--- config.mk ---
export PLATFORM = sky130hd
export DESIGN_NAME = psg_bus_sequencer
export DESIGN_NICKNAME = d
export VERILOG_FILES = /design/src/rtl/psg_bus_sequencer.sv
export SDC_FILE = /design/constraint.sdc
export NUM_CORES = 1
export LEC_CHECK = 0
export CAP_MARGIN = 20
export CORE_MARGIN = 3
export CORE_UTILIZATION = 40
export CTS_BUF_LIST = sky130_fd_sc_hd__clkbuf_8 sky130_fd_sc_hd__clkbuf_16
export CTS_CLUSTER_SIZE = 25
export DETAILED_ROUTE_END_ITERATION = 16
export GPL_TIMING_DRIVEN = 1
export PLACE_DENSITY = 0.65
export RECOVER_POWER = 50
export SYNTH_ARGS = -nofsm -noshare
export SYNTH_HDL_FRONTEND = slang
export SYNTH_SLANG_ARGS = --single-unit
--- constraint.sdc ---
create_clock -name CLK -period 7.05 [get_ports CLK]
set_input_delay 1.7625 -clock CLK [delete_from_list [all_inputs] [get_ports CLK]]
set_output_delay 1.7625 -clock CLK [all_outputs]
set_load 0.03 [all_outputs]
--- src/rtl/psg_bus_sequencer.sv ---
// psg_bus_sequencer: two-requester sequencer for a YM2149-style PSG bus.
// Each requester pushes (write, addr, data) commands into its own FIFO.
// Round-robin arbitration in IDLE picks the next command. The command is
// driven as an optional LATCH phase (skipped when the PSG already holds that
// address), an ACCESS phase (write or read), and a single GAP cycle.
// Ports:
//   CLK, RESET                   clock, synchronous active-high reset
//   cache_inval                  forget the cached latched address
//   reqN_valid/ready/write/addr/data  command push interface, N = 0, 1
//   rspN_valid/data              read data returned to requester N
//   psg_bdir/bc/di, psg_do       PSG bus (registered outputs)
//   busy                         FSM active or any FIFO non-empty
module psg_bus_sequencer #(
    parameter int unsigned FIFO_DEPTH   = 4,
    parameter int unsigned PHASE_CYCLES = 2
) (
    input  logic       CLK,
    input  logic       RESET,
    input  logic       cache_inval,
    input  logic       req0_valid,
    output logic       req0_ready,
    input  logic       req0_write,
    input  logic [3:0] req0_addr,
    input  logic [7:0] req0_data,
    output logic       rsp0_valid,
    output logic [7:0] rsp0_data,
    input  logic       req1_valid,
    output logic       req1_ready,
    input  logic       req1_write,
    input  logic [3:0] req1_addr,
    input  logic [7:0] req1_data,
    output logic       rsp1_valid,
    output logic [7:0] rsp1_data,
    output logic       psg_bdir,
    output logic       psg_bc,
    output logic [7:0] psg_di,
    input  logic [7:0] psg_do,
    output logic       busy
);

    localparam int unsigned PTR_W = (FIFO_DEPTH > 1) ? $clog2(FIFO_DEPTH) : 1;
    localparam int unsigned CNT_W = PTR_W + 1;
    localparam int unsigned PH_W  = (PHASE_CYCLES > 1) ? $clog2(PHASE_CYCLES) : 1;

    typedef struct packed {
        logic       write;
        logic [3:0] addr;
        logic [7:0] data;
    } psg_cmd_t;

    typedef enum logic [1:0] {IDLE, LATCH, ACCESS, GAP} state_t;

    // FIFO storage and bookkeeping, index 0/1 = requester
    psg_cmd_t         fifo_mem  [2][FIFO_DEPTH];
    logic [PTR_W-1:0] wr_ptr    [2];
    logic [PTR_W-1:0] rd_ptr    [2];
    logic [CNT_W-1:0] count     [2];
    logic [CNT_W-1:0] count_nxt [2];
    psg_cmd_t         req_cmd   [2];
    logic [1:0]       req_valid;
    logic [1:0]       ready;
    logic [1:0]       push;
    logic [1:0]       pop;
    logic [1:0]       nonempty;

    // Sequencer state
    state_t            state;
    logic [PH_W-1:0]   phase_cnt;
    psg_cmd_t          cmd;
    psg_cmd_t          head;
    logic              owner;
    logic              rr_ptr;
    logic              cache_valid;
    logic [3:0]        cached_addr;
    logic              grant_en;
    logic              grant_sel;
    logic              cache_hit;
    logic              phase_last;

    assign req_cmd[0] = {req0_write, req0_addr, req0_data};
    assign req_cmd[1] = {req1_write, req1_addr, req1_data};
    assign req_valid  = {req1_valid, req0_valid};
    assign push       = req_valid & ready;
    assign req0_ready = ready[0];
    assign req1_ready = ready[1];

    // Round-robin grant, evaluated only while IDLE
    always_comb begin
        grant_en  = 1'b0;
        grant_sel = 1'b0;
        if (state == IDLE) begin
            if (nonempty == 2'b11) begin
                grant_en  = 1'b1;
                grant_sel = rr_ptr;
            end else if (nonempty[0]) begin
                grant_en  = 1'b1;
                grant_sel = 1'b0;
            end else if (nonempty[1]) begin
                grant_en  = 1'b1;
                grant_sel = 1'b1;
            end
        end
    end

    assign pop        = {grant_en & grant_sel, grant_en & ~grant_sel};
    assign head       = fifo_mem[grant_sel][rd_ptr[grant_sel]];
    // A same-cycle invalidate must not let a stale hit skip the latch
    assign cache_hit  = cache_valid && !cache_inval && (cached_addr == head.addr);
    assign phase_last = (phase_cnt == PH_W'(PHASE_CYCLES - 1));
    assign busy       = (state != IDLE) || (nonempty != 2'b00);

    // Next FIFO occupancy; push and pop in one cycle leave it unchanged
    always_comb begin
        for (int i = 0; i < 2; i++) begin
            nonempty[i]  = (count[i] != '0);
            count_nxt[i] = count[i] + CNT_W'(push[i]) - CNT_W'(pop[i]);
        end
    end

    // FIFO pointers, occupancy and registered ready
    always_ff @(posedge CLK) begin
        if (RESET) begin
            for (int i = 0; i < 2; i++) begin
                wr_ptr[i] <= '0;
                rd_ptr[i] <= '0;
                count[i]  <= '0;
            end
            ready <= 2'b11;
        end else begin
            for (int i = 0; i < 2; i++) begin
                if (push[i]) wr_ptr[i] <= wr_ptr[i] + PTR_W'(1);
                if (pop[i])  rd_ptr[i] <= rd_ptr[i] + PTR_W'(1);
                count[i] <= count_nxt[i];
                ready[i] <= (count_nxt[i] != CNT_W'(FIFO_DEPTH));
            end
        end
    end

    // FIFO storage (no reset needed; validity tracked by count)
    always_ff @(posedge CLK) begin
        for (int i = 0; i < 2; i++) begin
            if (push[i]) fifo_mem[i][wr_ptr[i]] <= req_cmd[i];
        end
    end

    // Bus encoding of the ACCESS phase: write (1,0,data) or read (0,1,0)
    function automatic logic [9:0] access_bus(input psg_cmd_t c);
        return c.write ? {2'b10, c.data} : {2'b01, 8'h00};
    endfunction

    // Bus sequencer FSM with registered bus and response outputs
    always_ff @(posedge CLK) begin
        if (RESET) begin
            state       <= IDLE;
            phase_cnt   <= '0;
            cmd         <= '0;
            owner       <= 1'b0;
            rr_ptr      <= 1'b0;
            cache_valid <= 1'b0;
            cached_addr <= '0;
            psg_bdir    <= 1'b0;
            psg_bc      <= 1'b0;
            psg_di      <= '0;
            rsp0_valid  <= 1'b0;
            rsp0_data   <= '0;
            rsp1_valid  <= 1'b0;
            rsp1_data   <= '0;
        end else begin
            rsp0_valid <= 1'b0;
            rsp1_valid <= 1'b0;
            if (cache_inval) cache_valid <= 1'b0;

            case (state)
                IDLE: begin
                    if (grant_en) begin
                        cmd       <= head;
                        owner     <= grant_sel;
                        rr_ptr    <= ~grant_sel;
                        phase_cnt <= '0;
                        if (cache_hit) begin
                            state <= ACCESS;
                            {psg_bdir, psg_bc, psg_di} <= access_bus(head);
                        end else begin
                            state <= LATCH;
                            {psg_bdir, psg_bc, psg_di} <= {2'b11, 4'b0000, head.addr};
                        end
                    end
                end

                LATCH: begin
                    if (phase_last) begin
                        cached_addr <= cmd.addr;
                        // Invalidate wins over the latch-exit set
                        if (!cache_inval) cache_valid <= 1'b1;
                        state     <= ACCESS;
                        phase_cnt <= '0;
                        {psg_bdir, psg_bc, psg_di} <= access_bus(cmd);
                    end else begin
                        phase_cnt <= phase_cnt + PH_W'(1);
                    end
                end

                ACCESS: begin
                    if (phase_last) begin
                        state     <= GAP;
                        phase_cnt <= '0;
                        {psg_bdir, psg_bc, psg_di} <= '0;
                        // Read data is captured on the last ACCESS cycle
                        if (!cmd.write) begin
                            if (owner) begin
                                rsp1_valid <= 1'b1;
                                rsp1_data  <= psg_do;
                            end else begin
                                rsp0_valid <= 1'b1;
                                rsp0_data  <= psg_do;
                            end
                        end
                    end else begin
                        phase_cnt <= phase_cnt + PH_W'(1);
                    end
                end

                GAP: begin
                    state <= IDLE;
                end

                default: begin
                    state <= IDLE;
                    {psg_bdir, psg_bc, psg_di} <= '0;
                end
            endcase
        end
    end

endmodule

==> key figures, run 1 <==
Outcome
  – Outcome: complete, but fails checks
  – Violated checks: max-capacitance violations, max-slew violations

Clock network
  – Hold-fix buffers at CTS: 0
  – Max Root-Sink Buffers: 2
  – Reg clk slew, reported paths: 0.07 ns
  – Worst-Skew Late Latency: 0.43 ns
  – # clock sinks: 171
  – CTS root buffer: clkbuf_16
  – CTS H-tree depth: 4
  – Post-CTS sizing: 0
  – CTS tree: built
  – CTS buffer count: 17
  – Postcts setup bufs: 0

Routing
  – Residual DRC: 0
  – Drt wl/cell: 17.6 microns
  – Overall routed net length: 14600 microns
  – Total number of vias: 4311
  – Final ANT Viol Nets: 0
  – DR iter-0 viols: 251
  – Vias/cell: 5.20
  – TritonRoute pass-1 iters: 5

Logic synthesis
  – Largest cells by area after synthesis: edfxtp_1 (48%), dfxtp_1 (17%), mux4_2 (4.2%), a21oi_1 (3.3%), nand2_1 (3.1%)
  – Sequential share of the synthesized area: 0.646
  – Number of synthesized flops with an enable pin: 112
  – Syn_nets: 590
  – Most numerous cell in the Yosys netlist: edfxtp_1
  – Synth cell count leaders: edfxtp_1 (112), dfxtp_1 (59), nand2_1 (59)
  – Syn avg cell area: 13.2 sq um
  – Number of synthesized register bits: 171
  – Fraction of registers with async set/reset: 0
  – Synth Warn #: 0
  – Synth Cell Area: 7040 sq um
  – Largest area contributor in the netlist: edfxtp_1
  – Gate Count Post-Synth: 532
  – Top cell type's share of synthesized area: 0.478
  – Prevailing post-synth register cell: edfxtp_1
  – Cell variety after synth: 48

Global route
  – GR Util met1: 0.204
  – First-pass GRT wire length: 23000 microns
  – Gr ovfl total: 0
  – Grt met2 use: 0.245
  – Largest net degree at the start of global routing: 56
  – Number of global-route vias before repair: 4263
  – Grt met3 use: 0.0414
  – Initial antenna violation count: 0
  – GRT Max-Usage Layer: met2
  – Overall routing resource usage: 0.154

Job
  – Max Cap Viol: 1

Timing
  – Min Tclk post-route: 4.51 ns
  – Setup Viol. Count Final: 0
  – Setup TNS: 0 ns
  – RSZ-0062 raised after global routing: no
  – Fmax: 222 MHz
  – Final hold vios: 0
  – Hold Worst Slack: 0.457 ns
  – Final Cycle Share: 0.639
  – Skew final: 0.00817 ns
  – Slew @ Worst Pin: 2.45 ns
  – Max Slew Vio Count: 56
  – Max-slew headroom at the worst pin: -0.634

Pwr
  – Peak VDD IR: 0.000227 V
  – Sw Share: 0.348
  – P_int: 0.00223 W
  – Switching Power: 0.00119 W
  – Flop pwr share: 0.385
  – Combinational power share: 0.349
  – Leak Pwr: 2.99 nW
  – Clk pwr share: 0.265
  – PD cells: 403 nW/um^2

Setup path
  – Critical path type: in -> reg
  – CP cell instances: clkbuf_1 -> inv_1 -> o21ai_0
  – Worst EP arrival: 4.62 ns
  – Largest fanout on the critical path: 55
  – Slowest CP cell: clkbuf_1
  – Reg2reg start: rd_ptr[0][1]$_SDFFCE_PN0P_
  – Crit start category: primary input
  – FF-to-FF path depth: 6
  – Data required time of the worst path: 7.16 ns
  – CP endpoint kind: flip-flop
  – Worst R2R Setup Slack: 3.79 ns
  – Slowest stage delay, CP: 1.70 ns
  – Capturing point of the worst reg2reg path: psg_bdir$_SDFFE_PP0P_

Worst hold path
  – Hold EP: rsp0_data[1]$_SDFFE_PP0P_
  – Cell count of the worst hold path: 2
  – Hold Crit Class: reg -> reg
  – Min-delay src: rsp0_data[1]$_SDFFE_PP0P_

Finish
  – Final core utilization: 0.502
  – Nets: 655
  – Non-Filler Instances: 829
  – Share of cells above drive strength 1: 0.0952
  – Area Overhead vs Synth: 20.3%
  – Fin area: 8460 sq um
  – Diodes inserted: 0

Placed design
  – Hpwl dp: 9980 microns
  – Placed Cells: 798
  – I/O Buffers: 69
  – Final Wtd Congestion: 0.796
  – Post-placement cell area: 7900 sq um

Die
  – Row cnt: 47
  – CORE AREA: 16900 sq um
  – Die W: 139 microns
  – Ports: 70
  – Starting density of the core: 0.417
  – Die area: 19200 sq um
  – Die Ht: 139 microns
[cells in the final DEF (no fill, tap or decap), drive strengths merged, types with 11 or more instances in the layout]
cell | synthesis | routed
edfxtp | 112 | 112
nand2 | 60 | 60
dfxtp | 59 | 59
a21oi | 46 | 46
clkdlybuf4s50 | 0 | 41
nor2 | 29 | 29
dlygate4sd3 | 0 | 27
inv | 22 | 27
mux2i | 19 | 19
clkbuf | 20 | 18
o21ai | 18 | 18
a211oi | 17 | 17
ha | 17 | 17
mux4 | 16 | 16
nor3 | 11 | 11
[registers in the layout (all words and copies together), names as in the netlist, 2 cells and up]
name	flops
fifo_mem	104
cmd	13
psg_di	8
rsp0_data	8
rsp1_data	8
count	6
cached_addr	4
rd_ptr	4
wr_ptr	4
ready	2
state	2
[worst max-delay path by stage]
stage | slack (ns) | depth (start not counted) | end | from
CTS | 3.21 | 4 | busy | state[0]$_SDFFE_PP0P_
global route | 2.24 | 3 | rd_ptr[0][0]$_SDFFCE_PN0P_ | RESET
global placement | 3.24 | 6 | psg_bdir$_SDFFE_PP0P_ | cache_inval
floorplan | 4.07 | 8 | ready[1]$_SDFF_PP1_ | req1_valid
detailed placement | 3.20 | 6 | psg_bdir$_SDFFE_PP0P_ | cache_inval
finish | 2.54 | 3 | rd_ptr[0][0]$_SDFFCE_PN0P_ | RESET
[kinds of logic (layout without fill, tap and decap cells)]
logic type	Yosys count	in the layout	share of synthesized area
adder cells (fa/ha/maj)	19	19	0.0359
buffers and inverters	50	127	0.0315
flip-flops	171	171	0.646
AO/OA/AOI/OAI	100	100	0.0880
XOR/XNOR	9	9	0.0112
AND/OR/NAND/NOR	142	142	0.0957
multiplexers	41	41	0.0918
[layer usage]
| layer | vias to the layer above | share of wire |
|---|---|---|
| li1 | 2076 | - |
| met1 | 2094 | 0.44 |
| met2 | 120 | 0.49 |
| met3 | 21 | 0.052 |
| met4 | 0 | 0.017 |
| met5 | - | 0 |
[power groups by stage]
stage          Clock (W)  Combinational [W]  Sequential, W
5_1_grt         0.000967            0.00132        0.00133
2_1_floorplan          0           0.000859        0.00134
3_5_place_dp           0            0.00120        0.00134
4_1_cts         0.000921            0.00120        0.00131
6_report        0.000906            0.00119        0.00132
3_3_place_gp           0            0.00117        0.00133
[worst max-delay path, delay by kind of cell]
kind	cells	cell delay, ns
AOI/OAI and AO/OA	1	0.36
buffers and inverters	2	2.46
[through the flow]
stage	power, W	setup WS, ns
after floorplan	0.00220	4.07
after global placement	0.00250	3.24
after detailed placement	0.00254	3.20
after CTS	0.00344	3.21
after global routing	0.00362	2.24
final	0.00342	2.54
[layout make-up]
type / count / area [sq um]
inverter: 22 / 82.6
tap: 220 / 275
timing repair buffer: 74 / 722
multi-input combinational: 311 / 2270
fill: 1411 / 8410
sequential: 171 / 4540
clock inverter: 14 / 145
clock buffer: 17 / 425
No activity file was read; power rests on OpenSTA's default activity.
==> run 2, diff against run 1 <==
PLACE_DENSITY = 0.68   (was 0.65)
clock period = 4.1 ns   (was 7.05 ns; I/O delays follow)
==> run 2 against run 1 <==
The flow still finishes with violations (max-capacitance violations, max-slew violations). Clock power rose by 58%. Flip-flop and latch count did not move. Clock skew is essentially flat. Setup slack worse by 1.9 ns. Via count up 1.2%. First-iteration DRC count increased by 14%. Power grew 68%. Design area fell by 0.43%. Hold slack improved by 0.0019 ns.
==> key figures, run 2 (same netlist as run 1, synthesis figures left out) <==
Job
  – Max Cap Viol: 1 (unchanged)

Clock network
  – CTS H-tree depth: 4 (unchanged)
  – CTS buffer count: 17 (unchanged)
  – Reg clk slew, reported paths: 0.06 ns (was 0.07 ns)
  – CTS root buffer: clkbuf_16 (unchanged)
  – Worst-Skew Late Latency: 0.42 ns (was 0.43 ns)
  – # clock sinks: 171 (unchanged)
  – Max Root-Sink Buffers: 2 (unchanged)
  – Hold-fix buffers at CTS: 0 (unchanged)
  – Post-CTS sizing: 0 (unchanged)
  – CTS tree: built (unchanged)
  – Postcts setup bufs: 0 (unchanged)

Finish
  – Fin area: 8430 sq um (was 8460 sq um)
  – Max reg flops: 104 (unchanged)
  – Area occupied by multi-input gates: 2260 sq um (was 2270 sq um)
  – Diodes inserted: 0 (unchanged)
  – Nets: 659 (was 655)
  – Share of cells above drive strength 1: 0.0896 (was 0.0952)
  – Fill count: 1419 (was 1411)
  – Commonest non-fill, non-tap cell in the layout: edfxtp_1 (unchanged)
  – Storage element area: 4540 sq um (unchanged)
  – Highest-count cells in the layout ignoring fill and taps: edfxtp_1 (112), nand2_1 (59), dfxtp_1 (59) (unchanged)
  – Area Overhead vs Synth: 19.8% (was 20.3%)
  – Non-Filler Instances: 834 (was 829)

Routing
  – Total number of vias: 4361 (was 4311)
  – Residual DRC: 0 (unchanged)
  – DR iter-0 viols: 286 (was 251)
  – Drt wl/cell: 17.8 microns (was 17.6 microns)
  – Overall routed net length: 14800 microns (was 14600 microns)
  – TritonRoute pass-1 iters: 5 (unchanged)
  – Final ANT Viol Nets: 0 (unchanged)
  – Vias/cell: 5.23 (was 5.20)

Setup path
  – Data required time of the worst path: 4.27 ns (was 7.16 ns)
  – Critical Path Start: count[0][1]$_SDFF_PP0_ (was RESET)
  – CP endpoint kind: flip-flop (unchanged)
  – Crit start category: flip-flop (was primary input)
  – Slowest stage delay, CP: 0.68 ns (was 1.70 ns)
  – Reg2reg start: count[0][1]$_SDFF_PP0_ (was rd_ptr[0][1]$_SDFFCE_PN0P_)
  – CP cell instances: nor3_1 -> o211ai_1 -> clkbuf_1 -> inv_1 -> ha_1 -> inv_1 -> ha_1 -> fa_1 -> xnor2_1 -> xnor2_1 -> nor2_1 (was clkbuf_1 -> inv_1 -> o21ai_0)
  – Crit path max-delay family: adder cells (was buffers and inverters)
  – Critical path buffer and inverter count: 3 (was 2)
  – Worst EP arrival: 3.63 ns (was 4.62 ns)
  – Slowest CP cell: o211ai_1 (was clkbuf_1)
  – Critical path type: reg -> reg (was in -> reg)
  – Largest fanout on the critical path: 8 (was 55)

Worst hold path
  – Hold Crit Class: reg -> reg (unchanged)
  – Min-delay src: rsp1_data[4]$_SDFFE_PP0P_ (was rsp0_data[1]$_SDFFE_PP0P_)

Timing
  – Final Cycle Share: 0.843
  – Min Tclk post-route: 3.46 ns
  – Setup Viol. Count Final: 0 (unchanged)
  – Setup TNS: 0 ns (unchanged)
  – Slew @ Worst Pin: 2.49 ns (was 2.45 ns)
  – RSZ-0062 raised after global routing: no (unchanged)
  – Max-slew headroom at the worst pin: -0.662 (was -0.634)
  – Fmax: 289 MHz
  – Final hold vios: 0 (unchanged)
  – Max Slew Vio Count: 55 (was 56)
  – Worst Setup Slack, final: 0.643 ns (was 2.54 ns)
  – Skew final: 0.00779 ns (was 0.00817 ns)

Placed design
  – Placed Cells: 802 (was 798)
  – Final Wtd Congestion: 0.801 (was 0.796)
  – Pre-CTS setup slack: 0.934 ns (was 3.20 ns)
  – Hpwl dp: 10300 microns (was 9980 microns)
  – I/O Buffers: 69 (unchanged)
  – Post-placement cell area: 7930 sq um (was 7900 sq um)

Global route
  – First-pass GRT wire length: 23900 microns (was 23000 microns)
  – Number of global-route vias before repair: 4398 (was 4263)
  – Gr ovfl total: 0 (unchanged)
  – Overall routing resource usage: 0.157 (was 0.154)
  – Initial antenna violation count: 0 (unchanged)
  – Largest net degree at the start of global routing: 55 (was 56)

Die
  – Starting density of the core: 0.417 (unchanged)
  – Ports: 70 (unchanged)
  – Die W: 139 microns (unchanged)
  – Row cnt: 47 (unchanged)
  – Die Ht: 139 microns (unchanged)
  – Die area: 19200 sq um (unchanged)
  – CORE AREA: 16900 sq um (unchanged)

Pwr
  – Peak VDD IR: 0.000367 V (was 0.000227 V)
  – PD cells: 682 nW/um^2 (was 403 nW/um^2)
  – Leak Pwr: 2.98 nW (was 2.99 nW)

Outcome
  – Violated checks: max-capacitance violations, max-slew violations (unchanged)
  – Outcome: complete, but fails checks (unchanged)
[run 2: routing by layer]
metal  GRT usage  vias up  wire (microns)
li1            -     2092               -
met1       0.212     2119            6700
met2       0.254      139            7050
met3      0.0431       11             890
met4      0.0417        0             176
met5           0        -               0
[run 2: worst reg2reg max path: stages, from the launching register on]
cell and delay [ns]:
dfxtp_1 0.37, nor3_1 0.11, o211ai_1 0.68, clkbuf_1 0.40
inv_1 0.25, ha_1 0.33, inv_1 0.04, ha_1 0.18
fa_1 0.40, xnor2_1 0.23, xnor2_1 0.15, nor2_1 0.08
[run 2: final timing paths]
kind	end	slack, ns	cells past startpoint
max	count[0][5]$_SDFF_PP0_	0.64	11
min	rsp1_data[4]$_SDFFE_PP0P_	0.46	2
max reg2reg	count[0][5]$_SDFF_PP0_	0.64	11
min reg2reg	rsp1_data[4]$_SDFFE_PP0P_	0.46	2
[run 2: stage by stage]
stage	total power, W	hold slack, ns	util
floorplan	0.00378	0.437	-
global placement	0.00430	0.444	0.470
detailed placement	0.00437	0.447	0.470
CTS	0.00580	0.456	0.500
global route	0.00609	0.484	0.499
finish	0.00574	0.459	0.499
[run 2: where the power goes]
| group | total (W) | switching [W] | internal, W |
|---|---|---|---|
| clock network | 0.00143 | 0.000656 | 0.000770 |
| registers | 0.00227 | 0.000172 | 0.00210 |
| logic | 0.00205 | 0.00121 | 0.000841 |
[run 2: final cells by class]
class,count,share of cell area
Clock buffer,17,0.0505
Clock inverter,15,0.0113
Inverter,22,0.00980
Multi-Input combinational cell,311,0.268
Sequential cell,171,0.539
Tap cell,220,0.0327
Timing Repair Buffer,78,0.0885
